**src/rtl/mem_arbiter_if.sv**
```systemverilog
// rtl/mem_arbiter_if.sv - requester, rollback and downstream memory signals of the arbiter
interface mem_arbiter_if;
  // instruction fetcher side
  logic        en_signal_from_fetcher;
  logic [31:0] pc_from_fetcher;
  logic        ok_flag_to_fetcher;
  logic [31:0] inst_to_fetcher;
  // load/store unit side
  logic        en_signal_from_lsu;
  logic        rw_flag_from_lsu;
  logic [31:0] addr_from_lsu;
  logic [31:0] write_data_from_lsu;
  logic [2:0]  size_from_lsu;
  logic        ok_flag_to_lsu;
  logic [31:0] load_data_to_lsu;
  // rollback
  logic        drop_flag_from_rob;
  // downstream memory controller port
  logic        en_signal_to_mem;
  logic        rw_flag_to_mem;
  logic [31:0] addr_to_mem;
  logic [31:0] write_data_to_mem;
  logic [2:0]  size_to_mem;
  logic        ok_flag_from_mem;
  logic [31:0] data_from_mem;

  // arbiter view
  modport slave (
    input  en_signal_from_fetcher, pc_from_fetcher,
    output ok_flag_to_fetcher, inst_to_fetcher,
    input  en_signal_from_lsu, rw_flag_from_lsu, addr_from_lsu, write_data_from_lsu, size_from_lsu,
    output ok_flag_to_lsu, load_data_to_lsu,
    input  drop_flag_from_rob,
    output en_signal_to_mem, rw_flag_to_mem, addr_to_mem, write_data_to_mem, size_to_mem,
    input  ok_flag_from_mem, data_from_mem
  );

  // environment view (requesters, rob and memory controller)
  modport master (
    output en_signal_from_fetcher, pc_from_fetcher,
    input  ok_flag_to_fetcher, inst_to_fetcher,
    output en_signal_from_lsu, rw_flag_from_lsu, addr_from_lsu, write_data_from_lsu, size_from_lsu,
    input  ok_flag_to_lsu, load_data_to_lsu,
    output drop_flag_from_rob,
    input  en_signal_to_mem, rw_flag_to_mem, addr_to_mem, write_data_to_mem, size_to_mem,
    output ok_flag_from_mem, data_from_mem
  );
endinterface

```
**src/rtl/mem_arbiter.sv**
```systemverilog
// rtl/mem_arbiter.sv - single-outstanding fetch/LSU arbiter with starvation guard and rollback drain
module mem_arbiter #(
  parameter int STARVE_LIMIT = 8
) (
  input  logic          clk_in,
  input  logic          rst_in,
  input  logic          rdy_in,
  mem_arbiter_if.slave  bus
);

  localparam int CW = $clog2(STARVE_LIMIT + 1);
  localparam logic [CW-1:0] STARVE_MAX = CW'(STARVE_LIMIT);

  typedef enum logic [2:0] {
    IDLE       = 3'd0,
    BUSY_FETCH = 3'd1,
    BUSY_LOAD  = 3'd2,
    BUSY_STORE = 3'd3,
    DRAIN      = 3'd4
  } state_e;

  state_e        state_q, state_d;
  // capture slots
  logic          f_vld_q, f_vld_d;
  logic [31:0]   f_pc_q, f_pc_d;
  logic          l_vld_q, l_vld_d;
  logic          l_rw_q, l_rw_d;
  logic [31:0]   l_addr_q, l_addr_d;
  logic [31:0]   l_wdata_q, l_wdata_d;
  logic [2:0]    l_size_q, l_size_d;
  logic [CW-1:0] starve_q, starve_d;
  // registered downstream outputs
  logic          mem_en_q, mem_en_d;
  logic          mem_rw_q, mem_rw_d;
  logic [31:0]   mem_addr_q, mem_addr_d;
  logic [31:0]   mem_wdata_q, mem_wdata_d;
  logic [2:0]    mem_size_q, mem_size_d;
  // registered responses
  logic          fetch_ok_q, fetch_ok_d;
  logic [31:0]   fetch_inst_q, fetch_inst_d;
  logic          lsu_ok_q, lsu_ok_d;
  logic [31:0]   lsu_rdata_q, lsu_rdata_d;

  // merged view of slot contents and same-cycle requests after rollback filtering
  logic          drop;
  logic          f_keep, f_take, f_avail;
  logic [31:0]   f_pc_sel;
  logic          l_keep, l_take, l_avail;
  logic          l_rw_sel;
  logic [31:0]   l_addr_sel, l_wdata_sel;
  logic [2:0]    l_size_sel;
  logic          lsu_wins;

  // next-state, slot capture, arbitration and response routing
  always_comb begin
    state_d      = state_q;
    f_vld_d      = f_vld_q;
    f_pc_d       = f_pc_q;
    l_vld_d      = l_vld_q;
    l_rw_d       = l_rw_q;
    l_addr_d     = l_addr_q;
    l_wdata_d    = l_wdata_q;
    l_size_d     = l_size_q;
    starve_d     = starve_q;
    mem_en_d     = 1'b0;
    mem_rw_d     = mem_rw_q;
    mem_addr_d   = mem_addr_q;
    mem_wdata_d  = mem_wdata_q;
    mem_size_d   = mem_size_q;
    fetch_ok_d   = 1'b0;
    fetch_inst_d = fetch_inst_q;
    lsu_ok_d     = 1'b0;
    lsu_rdata_d  = lsu_rdata_q;

    drop        = bus.drop_flag_from_rob;
    // a rollback kills speculative fetches and loads; stores always survive
    f_keep      = f_vld_q && !drop;
    f_take      = bus.en_signal_from_fetcher && !f_vld_q && (state_q != BUSY_FETCH) && !drop;
    f_avail     = f_keep || f_take;
    f_pc_sel    = f_vld_q ? f_pc_q : bus.pc_from_fetcher;
    l_keep      = l_vld_q && !(drop && !l_rw_q);
    l_take      = bus.en_signal_from_lsu && !l_vld_q
                  && (state_q != BUSY_LOAD) && (state_q != BUSY_STORE)
                  && !(drop && !bus.rw_flag_from_lsu);
    l_avail     = l_keep || l_take;
    l_rw_sel    = l_vld_q ? l_rw_q    : bus.rw_flag_from_lsu;
    l_addr_sel  = l_vld_q ? l_addr_q  : bus.addr_from_lsu;
    l_wdata_sel = l_vld_q ? l_wdata_q : bus.write_data_from_lsu;
    l_size_sel  = l_vld_q ? l_size_q  : bus.size_from_lsu;
    lsu_wins    = l_avail && !((starve_q == STARVE_MAX) && f_avail);

    if (rdy_in) begin
      f_vld_d   = f_avail;
      f_pc_d    = f_pc_sel;
      l_vld_d   = l_avail;
      l_rw_d    = l_rw_sel;
      l_addr_d  = l_addr_sel;
      l_wdata_d = l_wdata_sel;
      l_size_d  = l_size_sel;
      // the guard only counts while a fetch is actually waiting
      starve_d  = f_avail ? starve_q : '0;

      case (state_q)
        IDLE: begin
          if (!drop) begin
            if (lsu_wins) begin
              l_vld_d     = 1'b0;
              mem_en_d    = 1'b1;
              mem_rw_d    = l_rw_sel;
              mem_addr_d  = l_addr_sel;
              mem_wdata_d = l_wdata_sel;
              mem_size_d  = l_size_sel;
              state_d     = l_rw_sel ? BUSY_STORE : BUSY_LOAD;
              if (f_avail && (starve_q != STARVE_MAX)) begin
                starve_d = starve_q + CW'(1);
              end
            end else if (f_avail) begin
              f_vld_d     = 1'b0;
              mem_en_d    = 1'b1;
              mem_rw_d    = 1'b0;
              mem_addr_d  = f_pc_sel;
              mem_wdata_d = 32'h0;
              mem_size_d  = 3'd4;
              state_d     = BUSY_FETCH;
              starve_d    = '0;
            end
          end
        end
        BUSY_FETCH: begin
          if (drop) begin
            state_d = bus.ok_flag_from_mem ? IDLE : DRAIN;
          end else if (bus.ok_flag_from_mem) begin
            fetch_ok_d   = 1'b1;
            fetch_inst_d = bus.data_from_mem;
            state_d      = IDLE;
          end
        end
        BUSY_LOAD: begin
          if (drop) begin
            state_d = bus.ok_flag_from_mem ? IDLE : DRAIN;
          end else if (bus.ok_flag_from_mem) begin
            lsu_ok_d    = 1'b1;
            lsu_rdata_d = bus.data_from_mem;
            state_d     = IDLE;
          end
        end
        BUSY_STORE: begin
          if (bus.ok_flag_from_mem) begin
            lsu_ok_d    = 1'b1;
            lsu_rdata_d = 32'h0;
            state_d     = IDLE;
          end
        end
        DRAIN: begin
          // the killed transaction still has to complete downstream; its data is thrown away
          if (bus.ok_flag_from_mem) begin
            state_d = IDLE;
          end
        end
        default: state_d = IDLE;
      endcase
    end
  end

  // state, slot and output registers with synchronous reset
  always_ff @(posedge clk_in) begin
    if (rst_in) begin
      state_q      <= IDLE;
      f_vld_q      <= 1'b0;
      f_pc_q       <= 32'h0;
      l_vld_q      <= 1'b0;
      l_rw_q       <= 1'b0;
      l_addr_q     <= 32'h0;
      l_wdata_q    <= 32'h0;
      l_size_q     <= 3'd0;
      starve_q     <= '0;
      mem_en_q     <= 1'b0;
      mem_rw_q     <= 1'b0;
      mem_addr_q   <= 32'h0;
      mem_wdata_q  <= 32'h0;
      mem_size_q   <= 3'd0;
      fetch_ok_q   <= 1'b0;
      fetch_inst_q <= 32'h0;
      lsu_ok_q     <= 1'b0;
      lsu_rdata_q  <= 32'h0;
    end else begin
      state_q      <= state_d;
      f_vld_q      <= f_vld_d;
      f_pc_q       <= f_pc_d;
      l_vld_q      <= l_vld_d;
      l_rw_q       <= l_rw_d;
      l_addr_q     <= l_addr_d;
      l_wdata_q    <= l_wdata_d;
      l_size_q     <= l_size_d;
      starve_q     <= starve_d;
      mem_en_q     <= mem_en_d;
      mem_rw_q     <= mem_rw_d;
      mem_addr_q   <= mem_addr_d;
      mem_wdata_q  <= mem_wdata_d;
      mem_size_q   <= mem_size_d;
      fetch_ok_q   <= fetch_ok_d;
      fetch_inst_q <= fetch_inst_d;
      lsu_ok_q     <= lsu_ok_d;
      lsu_rdata_q  <= lsu_rdata_d;
    end
  end

  assign bus.en_signal_to_mem   = mem_en_q;
  assign bus.rw_flag_to_mem     = mem_rw_q;
  assign bus.addr_to_mem        = mem_addr_q;
  assign bus.write_data_to_mem  = mem_wdata_q;
  assign bus.size_to_mem        = mem_size_q;
  assign bus.ok_flag_to_fetcher = fetch_ok_q;
  assign bus.inst_to_fetcher    = fetch_inst_q;
  assign bus.ok_flag_to_lsu     = lsu_ok_q;
  assign bus.load_data_to_lsu   = lsu_rdata_q;

endmodule

```
**src/flat_wrapper.sv**
```systemverilog
// flat-port wrapper written by rule: the top's interface ports become plain ports
module mem_arbiter_flat 
#(
  parameter int STARVE_LIMIT = 8
)
  (clk_in, rst_in, rdy_in, bus_en_signal_from_fetcher, bus_pc_from_fetcher, bus_ok_flag_to_fetcher, bus_inst_to_fetcher, bus_en_signal_from_lsu, bus_rw_flag_from_lsu, bus_addr_from_lsu, bus_write_data_from_lsu, bus_size_from_lsu, bus_ok_flag_to_lsu, bus_load_data_to_lsu, bus_drop_flag_from_rob, bus_en_signal_to_mem, bus_rw_flag_to_mem, bus_addr_to_mem, bus_write_data_to_mem, bus_size_to_mem, bus_ok_flag_from_mem, bus_data_from_mem);
  mem_arbiter_if bus_i ();
  input  logic clk_in;
  input  logic rst_in;
  input  logic rdy_in;
  input wire logic [$bits(bus_i.en_signal_from_fetcher)-1:0] bus_en_signal_from_fetcher;
  input wire logic [$bits(bus_i.pc_from_fetcher)-1:0] bus_pc_from_fetcher;
  output wire logic [$bits(bus_i.ok_flag_to_fetcher)-1:0] bus_ok_flag_to_fetcher;
  output wire logic [$bits(bus_i.inst_to_fetcher)-1:0] bus_inst_to_fetcher;
  input wire logic [$bits(bus_i.en_signal_from_lsu)-1:0] bus_en_signal_from_lsu;
  input wire logic [$bits(bus_i.rw_flag_from_lsu)-1:0] bus_rw_flag_from_lsu;
  input wire logic [$bits(bus_i.addr_from_lsu)-1:0] bus_addr_from_lsu;
  input wire logic [$bits(bus_i.write_data_from_lsu)-1:0] bus_write_data_from_lsu;
  input wire logic [$bits(bus_i.size_from_lsu)-1:0] bus_size_from_lsu;
  output wire logic [$bits(bus_i.ok_flag_to_lsu)-1:0] bus_ok_flag_to_lsu;
  output wire logic [$bits(bus_i.load_data_to_lsu)-1:0] bus_load_data_to_lsu;
  input wire logic [$bits(bus_i.drop_flag_from_rob)-1:0] bus_drop_flag_from_rob;
  output wire logic [$bits(bus_i.en_signal_to_mem)-1:0] bus_en_signal_to_mem;
  output wire logic [$bits(bus_i.rw_flag_to_mem)-1:0] bus_rw_flag_to_mem;
  output wire logic [$bits(bus_i.addr_to_mem)-1:0] bus_addr_to_mem;
  output wire logic [$bits(bus_i.write_data_to_mem)-1:0] bus_write_data_to_mem;
  output wire logic [$bits(bus_i.size_to_mem)-1:0] bus_size_to_mem;
  input wire logic [$bits(bus_i.ok_flag_from_mem)-1:0] bus_ok_flag_from_mem;
  input wire logic [$bits(bus_i.data_from_mem)-1:0] bus_data_from_mem;
  assign bus_i.en_signal_from_fetcher = bus_en_signal_from_fetcher;
  assign bus_i.pc_from_fetcher = bus_pc_from_fetcher;
  assign bus_ok_flag_to_fetcher = bus_i.ok_flag_to_fetcher;
  assign bus_inst_to_fetcher = bus_i.inst_to_fetcher;
  assign bus_i.en_signal_from_lsu = bus_en_signal_from_lsu;
  assign bus_i.rw_flag_from_lsu = bus_rw_flag_from_lsu;
  assign bus_i.addr_from_lsu = bus_addr_from_lsu;
  assign bus_i.write_data_from_lsu = bus_write_data_from_lsu;
  assign bus_i.size_from_lsu = bus_size_from_lsu;
  assign bus_ok_flag_to_lsu = bus_i.ok_flag_to_lsu;
  assign bus_load_data_to_lsu = bus_i.load_data_to_lsu;
  assign bus_i.drop_flag_from_rob = bus_drop_flag_from_rob;
  assign bus_en_signal_to_mem = bus_i.en_signal_to_mem;
  assign bus_rw_flag_to_mem = bus_i.rw_flag_to_mem;
  assign bus_addr_to_mem = bus_i.addr_to_mem;
  assign bus_write_data_to_mem = bus_i.write_data_to_mem;
  assign bus_size_to_mem = bus_i.size_to_mem;
  assign bus_i.ok_flag_from_mem = bus_ok_flag_from_mem;
  assign bus_i.data_from_mem = bus_data_from_mem;
  mem_arbiter #(.STARVE_LIMIT(STARVE_LIMIT)) u_core (.clk_in(clk_in), .rst_in(rst_in), .rdy_in(rdy_in), .bus(bus_i));
endmodule
```
**config.mk**
```make
export PLATFORM = sky130hd
export DESIGN_NAME = mem_arbiter_flat
export DESIGN_NICKNAME = d
export VERILOG_FILES = /design/src/rtl/mem_arbiter_if.sv /design/src/rtl/mem_arbiter.sv /design/src/flat_wrapper.sv
export SDC_FILE = /design/constraint.sdc
export NUM_CORES = 1
export LEC_CHECK = 0
export ABC_AREA = 1
export CAP_MARGIN = 20
export CORE_MARGIN = 10
export CORE_UTILIZATION = 49
export DETAILED_ROUTE_END_ITERATION = 8
export HOLD_SLACK_MARGIN = 0.02
export MAX_ROUTING_LAYER = met4
export PLACE_DENSITY = 0.89
export RECOVER_POWER = 50
export SYNTH_ARGS = -nofsm -noshare
export SYNTH_HDL_FRONTEND = slang
export SYNTH_SLANG_ARGS = --single-unit
```
**constraint.sdc**
```tcl
create_clock -name clk_in -period 2 [get_ports clk_in]
set_input_delay 0.2 -clock clk_in [delete_from_list [all_inputs] [get_ports clk_in]]
set_output_delay 0.2 -clock clk_in [all_outputs]
set_load 0.05 [all_outputs]
```
==> metrics.md, run 1 <==
| Metric | Value |
|---|---|
| Worst min-delay path category | input port to flip-flop |
| Worst path max stage delay | approximately 840 ps |
| H-tree Lvls | 1 |
| Die Ht | 165.7 um |
| Skew final | around 16 ps |
| Initial antenna violation count | 3 |
| IO buf count | approximately 270 |
| Largest net degree at the start of global routing | 140 |
| Post-placement setup slack | -21.10 ps |
| Crit share post-route | 0.9815 |
| Worst VDD drop | 0.5264 mV |
| Crit-path max FO | 2 |
| Req. time, crit path | about 1800 ps |
| Via count | a little over 10000 |
| Synthesized flop and latch total | 244 |
| Count of cell types in the netlist | 30 |
| Worst Setup Start Kind | flip-flop |
| Initial DRT Pass Iterations | 7 |
| Most frequent cells in the layout | 292 x nand2_1, 269 x clkdlybuf4s50_1, 244 x dfxtp_1, 146 x inv_1, 145 x a21oi_1 |
| Routed vias/inst | around 5.3 |
| DRT antenna net count | 0 |
| Fin crit period | just under 2000 ps |
| Unrepaired setup endpoints after global routing | false |
| Setup violators final | 0 |
| Share of post-route cells with drive strength above 1 | 0.05163 |
| Setup slack, reg-to-reg | around 180 ps |
| Clock insertion delay at the later pin of the skew report | 530 ps |
| Leakage Power | between 6 and 7 nW |
| DR iter-0 viols | around 800 |
| CP Class | flip-flop to output port |
| P_int | 9.067 mW |
| YS warnings | 0 |
| CTS sink cnt | between 200 and 250 |
| Sequential fraction of the synthesis area | 0.4699 |
| DR WL/cell | 16.69 um |
| First-pass GRT wire length | ~51 mm |
| Grt total ovfl | 0 |
| R2R cell count | 11 |
| GRT Total Usage | 0.2227 |
| CTS Buf Count | 26 |
| Final core utilization | 0.6802 |
| Avg Cell Area, Syn | approximately 7.5 sq um |
| CP bufs+invs | 1 |
| CP Capture Point | bus_addr_to_mem[6] |
| Critical path capture point type | output port |
| Commonest non-fill, non-tap cell in the layout | nand2_1 |
| Pwr dens | slightly below 900 mW/mm^2 |
| Cell count along the critical path | 1 |
| Slowest CP cell | clkdlybuf4s50_1 |
| R2R Path End | u_core.bus.addr_to_mem[6] |
| Die Footprint | 0.02744 sq mm |
| Cell family with most CP delay | buffers and inverters |
| Area of the multi-input gates | about 0.0045 sq mm |
| Starting Density | 0.4961 |
| Outcome | complete, no violations |
| # IOs | approximately 270 |
| Hold Vio Cnt, Final | 0 |
| Final WS setup | 37.09 ps |
| Cell Chain, Critical Path | clkdlybuf4s50_1 |
| Nets@finish | around 1800 |
| Layout area overhead | 37.10% |
| Count of pins over their slew limit | 0 |
| Setup Buffers After CTS | 0 |
| Gpl congestion | about 0.90 |
| Max-Slew Margin vs Limit | 0.4788 |
| Syn Nets | around 1500 |
| CTS tree | built |
| Fmax achieved | between 0.5 and 0.6 GHz |
| Psw | around 3.5 mW |
| Part of the power in the clock network | 0.389 |
| Worst r2r src | u_core.state_q[1] |
| Worst-Margin Slew | ~780 ps |
| Beginning of the critical path | u_core.bus.addr_to_mem[6] |
| Combinational share of power | 0.190 |
| Remaining DRCs | 0 |
| Vias in the first global route | between 9000 and 10000 |
| Clock-pin slew on the worst setup and hold paths | around 60 ps |
| # rows | 53 |
| Post-Syn Instances | 1378 |
| Sequential share of power | 0.420 |
| Hpwl dp | 22.21 mm |
| Storage cell area | 0.004885 sq mm |
| Critical path arrival | about 1800 ps |
| Core Box Area | between 0.02 and 0.025 sq mm |
| CTS root buf | clkbuf_16 |
| Netlist Area Pre-Place | roughly 0.010 sq mm |
| Switch share | 0.2812 |
| Fillers | 1656 |
| Maximum clock insertion buffer count | 3 |
| Routed wire length | 31.80 mm |
| Die Wd | between 150 and 200 um |
| Max_cap viols | 0 |
==> per-stage QoR <==
step	instance area [sq um]	total power, mW	std cells	hold WS [ps]	setup TNS [ps]
after floorplan	10400	6.888	1378	331.3	0
after global placement	13430	7.738	1856	451.8	0
after detailed placement	13430	7.811	1856	456.5	-21.10
after CTS	14310	12.71	1902	200.2	0
after global routing	14250	13.12	1905	245.4	0
final	14250	12.61	1905	213.4	0
==> synthesized netlist by cell type (all sizes together) <==
| cell type | instances | area (sq um) |
|---|---|---|
| o21a | 1 | 7.510 |
| o211ai | 66 | 495.5 |
| nand2 | 294 | 1124 |
| a21oi | 145 | 725.7 |
| nor2 | 117 | 460.4 |
| xnor2 | 1 | 8.760 |
| ha | 2 | 25.02 |
| inv | 153 | 576.8 |
| mux2i | 65 | 650.6 |
| and3 | 1 | 6.260 |
| clkbuf | 53 | 198.9 |
| nand3 | 108 | 550.5 |
| buf | 47 | 266.5 |
| dfxtp | 244 | 4885 |
| nor3 | 3 | 20.02 |
| o21ai | 76 | 380.4 |
| nand4 | 1 | 6.260 |
| xor2 | 1 | 8.760 |
==> power by group through the flow <==
stage	registers (mW)	clock network, mW	logic, mW
global route	5.33	5.18	2.62
detailed placement	5.41	0	2.40
global placement	5.39	0	2.35
floorplan	5.76	0	1.13
CTS	5.30	4.99	2.42
finish	5.30	4.91	2.40
==> worst min path at each step <==
| stage | slack, ps | from | endpoint | cells past startpoint |
|---|---|---|---|---|
| after floorplan | 330 | bus_data_from_mem[0] | u_core.bus.load_data_to_lsu[0] | 2 |
| after global placement | 450 | u_core.bus.write_data_to_mem[3] | u_core.bus.write_data_to_mem[3] | 2 |
| after detailed placement | 460 | u_core.bus.addr_to_mem[0] | u_core.bus.addr_to_mem[0] | 2 |
| after CTS | 200 | rdy_in | u_core.bus.ok_flag_to_lsu | 4 |
| after global routing | 250 | rdy_in | u_core.bus.ok_flag_to_lsu | 4 |
| final | 210 | rdy_in | u_core.bus.ok_flag_to_lsu | 4 |
==> area by class of cell <==
| class | instances | area share |
|---|---|---|
| Clock buffer | 37 | 0.05284 |
| Inverter | 153 | 0.04055 |
| Clock inverter | 9 | 0.008427 |
| Tap cell | 275 | 0.02414 |
| Multi-Input combinational cell | 881 | 0.3123 |
| Timing Repair Buffer | 303 | 0.2185 |
| Sequential cell | 244 | 0.3427 |
| Antenna cell | 3 | 0.0005267 |
==> logic make-up after synthesis <==
| group | share of synthesized area |
|---|---|
| flops | 0.4699 |
| xor+xnor | 0.001685 |
| mux | 0.06258 |
| compound gates | 0.1548 |
| simple gates | 0.2084 |
| buf+inv | 0.1003 |
| fa+ha+maj | 0.002407 |
==> routing by layer <==
layer / track usage / up-vias / wire, um
met5: - / - / 0
met4: 0.07203 / 0 / 1025
met3: 0.04756 / 71 / 1955
met2: 0.3804 / 370 / 15920
met1: 0.2549 / 4711 / 12900
li1: - / 4931 / -
==> flip-flops by register name (all words and copies together), names as in the netlist, 3 cells and up <==
| name | flops |
|---|---|
| u_core.l_size_q | 3 |
| u_core.bus.inst_to_fetcher | 32 |
| u_core.bus.write_data_to_mem | 32 |
| u_core.bus.size_to_mem | 3 |
| u_core.state_q | 3 |
| u_core.bus.addr_to_mem | 32 |
| u_core.l_wdata_q | 32 |
| u_core.starve_q | 4 |
| u_core.f_pc_q | 32 |
| u_core.bus.load_data_to_lsu | 32 |
| u_core.l_addr_q | 32 |
==> what timing repair did <==
| item | 4_1_cts | 5_1_grt |
|---|---|---|
| resized for setup | 0 | 1 |
| hold buffers | 0 | 0 |
| endpoints found under the setup margin | 0 | 1 |
No activity file was read; power rests on OpenSTA's default activity.
==> run 2, diff against run 1 <==
--- a/config.mk
+++ b/config.mk
@@ -5,15 +5,16 @@
 export SDC_FILE = /design/constraint.sdc
 export NUM_CORES = 1
 export LEC_CHECK = 0
-export ABC_AREA = 1
 export CAP_MARGIN = 20
+export CORE_ASPECT_RATIO = 0.9
 export CORE_MARGIN = 10
-export CORE_UTILIZATION = 49
+export CORE_UTILIZATION = 48
 export DETAILED_ROUTE_END_ITERATION = 8
 export HOLD_SLACK_MARGIN = 0.02
 export MAX_ROUTING_LAYER = met4
-export PLACE_DENSITY = 0.89
+export PLACE_DENSITY = 0.88
 export RECOVER_POWER = 50
+export SLEW_MARGIN = 20
 export SYNTH_ARGS = -nofsm -noshare
 export SYNTH_HDL_FRONTEND = slang
 export SYNTH_SLANG_ARGS = --single-unit
==> metrics.md, run 2 <==
| Metric | Value |
|---|---|
| Outcome | complete, but fails checks |
| Failing checks | negative setup slack |
| Final WS setup | -155.6 ps (-192.7 ps) |
| Post-synth EDFFs | 0 (unchanged) |
| Clock insertion delay at the later pin of the skew report | 530 ps (about the same) |
| Maximum clock insertion buffer count | 3 (unchanged) |
| Critical path capture point type | flip-flop |
| Routed vias/inst | 5.685 (+7.4%) |
| Worst min-delay path category | input port to flip-flop |
| WHS Endpoint | u_core.f_pc_q[3] |
| Most frequent cells in the layout | 279 x nand2_1, 270 x clkdlybuf4s50_1, 240 x dfxtp_1, 126 x a21oi_1, 95 x mux2i_1 |
| IO buf count | 273 (unchanged) |
| Worst-Margin Slew | 1014 ps (+232.1 ps) |
| Hold Vio Cnt, Final | 0 (unchanged) |
| Count of cell types in the netlist | 48 (+60%) |
| Netlist Area Pre-Place | 0.009987 sq mm (-3.9%) |
| Grt total ovfl | 0 (unchanged) |
| Die Wd | 172.0 um (+3.9%) |
| Worst r2r src | u_core.starve_q[0] |
| CTS sink cnt | 244 (unchanged) |
| Clock-pin slew on the worst setup and hold paths | 70 ps (about the same) |
| DR iter-0 viols | 843 (+2.9%) |
| Synthesized flop and latch total | 244 (unchanged) |
| Max_cap viols | 0 (unchanged) |
| Post-Place Cells | 1634 (-12%) |
| Post-synth top area share | 0.4891 (+0.01925) |
| Synth top cells by count | 282 x nand2_1, 244 x dfxtp_1, 137 x a21oi_1, 95 x mux2i_1, 71 x clkbuf_1 |
| Fin crit period | 2156 ps (+192.7 ps) |
| Setup violators final | 68 (+68) |
| Fmax achieved | 0.4639 GHz (-8.9%) |
| Core Box Area | 0.02023 sq mm (-3.5%) |
| Tot Pwr | 12.11 mW (-4.0%) |
| Vias in the first global route | 9434 (-5.2%) |
| Pwr dens | 836.4 mW/mm^2 (-5.5%) |
| R2R Path End | u_core.bus.write_data_to_mem[12] |
| Via count | 9659 (-4.2%) |
| Crit-path max FO | 5 (+3) |
| DR WL/cell | 19.92 um (+19%) |
| Crit share post-route | 1.078 (+0.09634) |
| Worst VDD drop | 0.5762 mV (+9.5%) |
| Leakage Power | 5.233 nW (-16%) |
| Syn Nets | 1291 (-15%) |
| Setup TNS | -6397 ps (-6397 ps) |
| # IOs | 274 (unchanged) |
| # rows | 49 (-7.5%) |
| Largest net degree at the start of global routing | 59 (-58%) |
| CTS tree | built |
| Count of pins over their slew limit | 0 (unchanged) |
| Synth area leader | dfxtp_1 |
| Gpl congestion | 0.8760 (-2.3%) |
| DRT antenna net count | 0 (unchanged) |
| Nets@finish | 1564 (-11%) |
| Commonest non-fill, non-tap cell in the layout | nand2_1 |
| Remaining DRCs | 0 (unchanged) |
| First-pass GRT wire length | 51.02 mm (-0.14%) |
| Share of post-route cells with drive strength above 1 | 0.1313 (+0.07962) |
| Unrepaired setup endpoints after global routing | true |
| Starting Density | 0.4936 (-0.002489) |
| Req. time, crit path | 2410 ps (+610 ps) |
| Skew final | 21.94 ps (+6.055 ps) |
| Avg Cell Area, Syn | 8.684 sq um (+15%) |
| Sequential fraction of the synthesis area | 0.4891 (+0.01925) |
| Hpwl dp | 22.11 mm (-0.43%) |
| WHS Path Cells | 2 (-2) |
| Max-Slew Margin vs Limit | 0.3241 (-0.1547) |
| Synth area leaders | dfxtp_1 49%, nand2_1 11%, mux2i_1 9.5% |
| CTS root buf | clkbuf_16 |
| Fin cells | 1699 (-11%) |
| Die Ht | 156.8 um (-5.3%) |
| Post-Syn Instances | 1150 (-17%) |
| Hold Path Origin | rst_in |
| Die Footprint | 0.02698 sq mm (-1.7%) |
| CP Class | flip-flop to flip-flop |
| GRT Total Usage | 0.2382 (+0.01557) |
| H-tree Lvls | 1 (unchanged) |
| Synth Flop Type | dfxtp_1 |
| Most common cell in the netlist | nand2_1 |
| Post-placement setup slack | -266.6 ps (-245.5 ps) |
| Final core utilization | 0.7156 (+0.03538) |
| Initial DRT Pass Iterations | 5 (-2) |
| CTS Buf Count | 25 (-3.8%) |
| Layout area overhead | 44.96% |
| YS warnings | 0 (unchanged) |
| Routed wire length | 33.85 mm (+6.4%) |
| Worst Setup Start Kind | flip-flop |
| Setup slack, reg-to-reg | -160 ps (-340 ps) |
| Critical path arrival | 2560 ps (+800 ps) |
| R2R cell count | 8 (-3) |
| FFs w/ async S/R, synth | 0 (unchanged) |
| Initial antenna violation count | 4 (+1) |
[run 2: changes by cell type after synthesis, sizes merged, moves of 26 or more]
| cell | delta |
|---|---|
| inv | -147 |
| o21ai | -73 |
| a211oi | +44 |
| nor3b | +26 |
| nand3 | -106 |
| mux2i | +30 |
| nor2 | -57 |
| or3 | +37 |
| o211ai | -59 |
| a31o | +26 |
| a22o | +32 |
[run 2: kinds of logic after synthesis]
kind of cell	after synthesis	synth area share
AND/OR/NAND/NOR	430	0.1893
AO/OA/AOI/OAI	267	0.1734
flip-flops	244	0.4891
buffers and inverters	105	0.04285
multiplexers	101	0.1020
adder cells (fa/ha/maj)	2	0.002505
XOR/XNOR	1	0.0008771
[run 2: layer usage]
layer	up-vias	global-route usage	part of all wire
met2	459	0.3956	0.48
met4	0	0.07342	0.026
met5	-	-	0
met1	4576	0.2810	0.40
li1	4559	-	-
met3	65	0.05483	0.089
[run 2: how the worst max path moves through the flow]
stage                                     from                          endpoint  slack [ps]  cells past startpoint
finish                      u_core.starve_q[0]  u_core.bus.write_data_to_mem[12]        -160                      8
global placement    bus_en_signal_from_fetcher        u_core.bus.addr_to_mem[14]        -210                      7
global route                u_core.starve_q[1]        u_core.bus.addr_to_mem[22]        -230                      8
floorplan                    u_core.state_q[1]  u_core.bus.write_data_to_mem[31]        -220                      8
detailed placement  bus_en_signal_from_fetcher         u_core.bus.addr_to_mem[4]        -270                      7
CTS                          u_core.state_q[2]   u_core.bus.write_data_to_mem[8]        -120                      5
[run 2: per-stage QoR]
stage	cell area (sq um)	hold slack [ps]
floorplan	10010	325.5
global placement	13260	438.0
detailed placement	13260	442.9
CTS	14350	44.72
global route	14480	58.26
finish	14480	50.29
[run 2: power breakdown]
group	total, mW	switching (mW)	internal, mW	leakage [nW]
Clock	4.82	1.95	2.87	0.420
Sequential	5.21	0.125	5.08	1.99
Combinational	2.08	1.17	0.912	2.82
Total	12.1	3.24	8.87	5.23
[run 2: final cells by class]
cell class              count  area [sq um]
clock inverters            12         145.1
multi-input cells         809          4951
clock buffers              32         703.2
fillers                  1395          5754
repair buffers            337          3435
diodes                      4         10.01
well taps                 255         319.1
flip-flops and latches    244          4892
inverters                   6         22.52
[run 2: repair_timing]
action / 4_1_cts / 5_1_grt
endpoints found under the setup margin: 69 / 72
gates resized for setup: 21 / 29
setup buffers: 2 / 3
gates cloned: 10 / 1
pin swaps: 58 / 4
hold endpoints to repair: 1 / 0
hold buffers: 1 / 0
[run 2: worst max-delay path: stages, from the launching register on]
cell and delay (ps):
dfxtp_2 320, inv_2 60, ha_4 120, nand3b_1 200, buf_4 210, nor4bb_2 640
or3_4 310, or3_1 130, a21oi_1 60
==> run 3, diff against run 2 <==
--- a/config.mk
+++ b/config.mk
@@ -5,7 +5,6 @@
 export SDC_FILE = /design/constraint.sdc
 export NUM_CORES = 1
 export LEC_CHECK = 0
-export CAP_MARGIN = 20
 export CORE_ASPECT_RATIO = 0.9
 export CORE_MARGIN = 10
 export CORE_UTILIZATION = 48
@@ -14,6 +13,7 @@
 export MAX_ROUTING_LAYER = met4
 export PLACE_DENSITY = 0.88
 export RECOVER_POWER = 50
+export SKIP_LAST_GASP = 1
 export SLEW_MARGIN = 20
 export SYNTH_ARGS = -nofsm -noshare
 export SYNTH_HDL_FRONTEND = slang
==> metrics.md, run 3 (synthesized netlist as in run 2, its figures left out) <==
| Metric | Value |
|---|---|
| Outcome | complete, but fails checks |
| Failing checks | negative setup slack |
| Nets@finish | 1564 (unchanged) |
| Die Wd | 172.0 um (unchanged) |
| Core Box Area | 0.02023 sq mm (unchanged) |
| Remaining DRCs | 0 (unchanged) |
| DRT antenna net count | 0 (unchanged) |
| Fin crit period | 2151 ps (-5.009 ps) |
| P_int | 8.865 mW (about the same) |
| Clock insertion delay at the later pin of the skew report | 530 ps (about the same) |
| Grt total ovfl | 0 (unchanged) |
| Count of pins over their slew limit | 0 (unchanged) |
| Most frequent cells in the layout | 281 x nand2_1, 270 x clkdlybuf4s50_1, 240 x dfxtp_1, 129 x a21oi_1, 95 x mux2i_1 |
| R2R cell count | 5 (-3) |
| Worst r2r src | u_core.state_q[2] |
| Worst-Margin Slew | 1015 ps (+0.8078 ps) |
| Crit-path max FO | 5 (unchanged) |
| IO buf count | 273 (unchanged) |
| Maximum clock insertion buffer count | 3 (unchanged) |
| Critical path capture point type | flip-flop |
| Worst Setup Start Kind | flip-flop |
| CTS tree | built |
| Die Ht | 156.8 um (unchanged) |
| CTS Buf Count | 25 (unchanged) |
| Final WS setup | -150.6 ps (+5.009 ps) |
| Final core utilization | 0.7143 (-0.001298) |
| Hold Vio Cnt, Final | 0 (unchanged) |
| Gpl congestion | 0.8760 (unchanged) |
| Max-Slew Margin vs Limit | 0.3236 (-0.0005380) |
| Worst VDD drop | 0.5784 mV (+0.38%) |
| Leakage Power | 5.230 nW (about the same) |
| Setup slack, reg-to-reg | -150 ps (about the same) |
| Initial DRT Pass Iterations | 5 (unchanged) |
| DR WL/cell | 19.93 um (about the same) |
| Largest net degree at the start of global routing | 59 (unchanged) |
| CTS root buf | clkbuf_16 |
| Fillers | 1404 (+0.65%) |
| Hpwl dp | 22.11 mm (unchanged) |
| Vias in the first global route | 9421 (-0.14%) |
| CTS sink cnt | 244 (unchanged) |
| Worst min-delay path category | input port to flip-flop |
| Max_cap viols | 0 (unchanged) |
| Beginning of the critical path | u_core.state_q[2] |
| R2R Path End | u_core.bus.write_data_to_mem[4] |
| Part of the power in the clock network | 0.398 (about the same) |
| Combinational share of power | 0.171 (about the same) |
| GRT Total Usage | 0.2383 (about the same) |
| First-pass GRT wire length | 51.08 mm (+0.12%) |
| Tot Pwr | 12.11 mW (about the same) |
| Routed vias/inst | 5.696 (+0.20%) |
| Worst hold slack | 52.35 ps (+2.062 ps) |
| Setup violators final | 69 (+1.5%) |
| Req. time, crit path | 2460 ps (+50 ps) |
| Die Footprint | 0.02698 sq mm (unchanged) |
| Psw | 3.247 mW (+0.15%) |
| Commonest non-fill, non-tap cell in the layout | nand2_1 |
| Sequential share of power | 0.430 (about the same) |
| Critical path arrival | 2610 ps (+50 ps) |
| Switch share | 0.2681 (+0.0003391) |
| CP Capture Point | u_core.bus.write_data_to_mem[4] |
| Via count | 9678 (+0.20%) |
| Routed wire length | 33.85 mm (about the same) |
| Unrepaired setup endpoints after global routing | true |
| Setup TNS | -6177 ps (+220.5 ps) |
| Layout area overhead | 44.70% |
| Skew final | 24.28 ps (+2.338 ps) |
| Clock-pin slew on the worst setup and hold paths | 70 ps (about the same) |
| Pwr dens | 838.1 mW/mm^2 (+0.20%) |
| Starting Density | 0.4936 (unchanged) |
| # IOs | 274 (unchanged) |
| CP Class | flip-flop to flip-flop |
| Crit share post-route | 1.075 (-0.002504) |
| Storage cell area | 0.004892 sq mm (unchanged) |
| Fmax achieved | 0.4650 GHz (+0.23%) |
| Initial antenna violation count | 4 (unchanged) |
| Area of the multi-input gates | 0.004925 sq mm (-0.53%) |
| # rows | 49 (unchanged) |
| DR iter-0 viols | 800 (-5.1%) |
| Share of post-route cells with drive strength above 1 | 0.1264 (-0.004861) |
| H-tree Lvls | 1 (unchanged) |
==> run 3: area by class of cell <==
type	count	share of cell area
multi-input combinational	809	0.3408
sequential	244	0.3385
timing repair buffer	337	0.2377
clock buffer	32	0.04866
tap	255	0.02208
clock inverter	12	0.01004
inverter	6	0.001558
antenna	4	0.0006926
==> run 3: critical path, stage by stage, from the launching register on <==
cell	delay, ps
dfxtp_2	320
or4b_4	540
nor4bb_4	210
or3_4	470
or3_4	390
a21oi_2	140
==> run 3: stage by stage <==
step	setup slack, ps	instance area (sq um)	instances
3_5_place_dp	-266.6	13260	1634
6_report	-150.6	14450	1699
2_1_floorplan	-216.4	10010	1150
4_1_cts	-118.9	14350	1691
3_3_place_gp	-213.2	13260	1634
5_1_grt	-228.2	14450	1699
==> run 3: what timing repair did <==
action | CTS | global route
cloned | 10 | 1
resized for setup | 20 | 23
pin swaps | 58 | 3
endpoints found under the hold margin | 1 | 0
buffers inserted | 2 | 3
endpoints found under the setup margin | 69 | 72
hold buffers | 1 | 0
==> run 3: worst min-delay path by stage <==
| stage | from | end | slack, ps | depth (start not counted) |
|---|---|---|---|---|
| 2_1_floorplan | bus_data_from_mem[0] | u_core.bus.load_data_to_lsu[0] | 330 | 1 |
| 3_3_place_gp | u_core.l_addr_q[26] | u_core.l_addr_q[26] | 440 | 2 |
| 3_5_place_dp | u_core.bus.write_data_to_mem[12] | u_core.bus.write_data_to_mem[12] | 440 | 2 |
| 4_1_cts | rst_in | u_core.f_pc_q[3] | 40 | 2 |
| 5_1_grt | rst_in | u_core.f_pc_q[3] | 60 | 2 |
| 6_report | rst_in | u_core.f_pc_q[3] | 50 | 2 |
==> run 3: power by group through the flow <==
stage	sequential, mW	combinational (mW)	clock (mW)
6_report	5.21	2.08	4.83
3_5_place_dp	5.31	1.91	0
2_1_floorplan	5.56	0.824	0
3_3_place_gp	5.30	1.87	0
5_1_grt	5.22	2.20	5.07
4_1_cts	5.20	2.02	4.87
==> run 3: routing by layer <==
metal / up-vias / track usage / routed length (um)
li1: 4557 / - / -
met3: 86 / 0.05307 / 3151
met5: - / - / 0
met2: 483 / 0.3938 / 16190
met1: 4552 / 0.2844 / 13530
met4: 0 / 0.07178 / 982
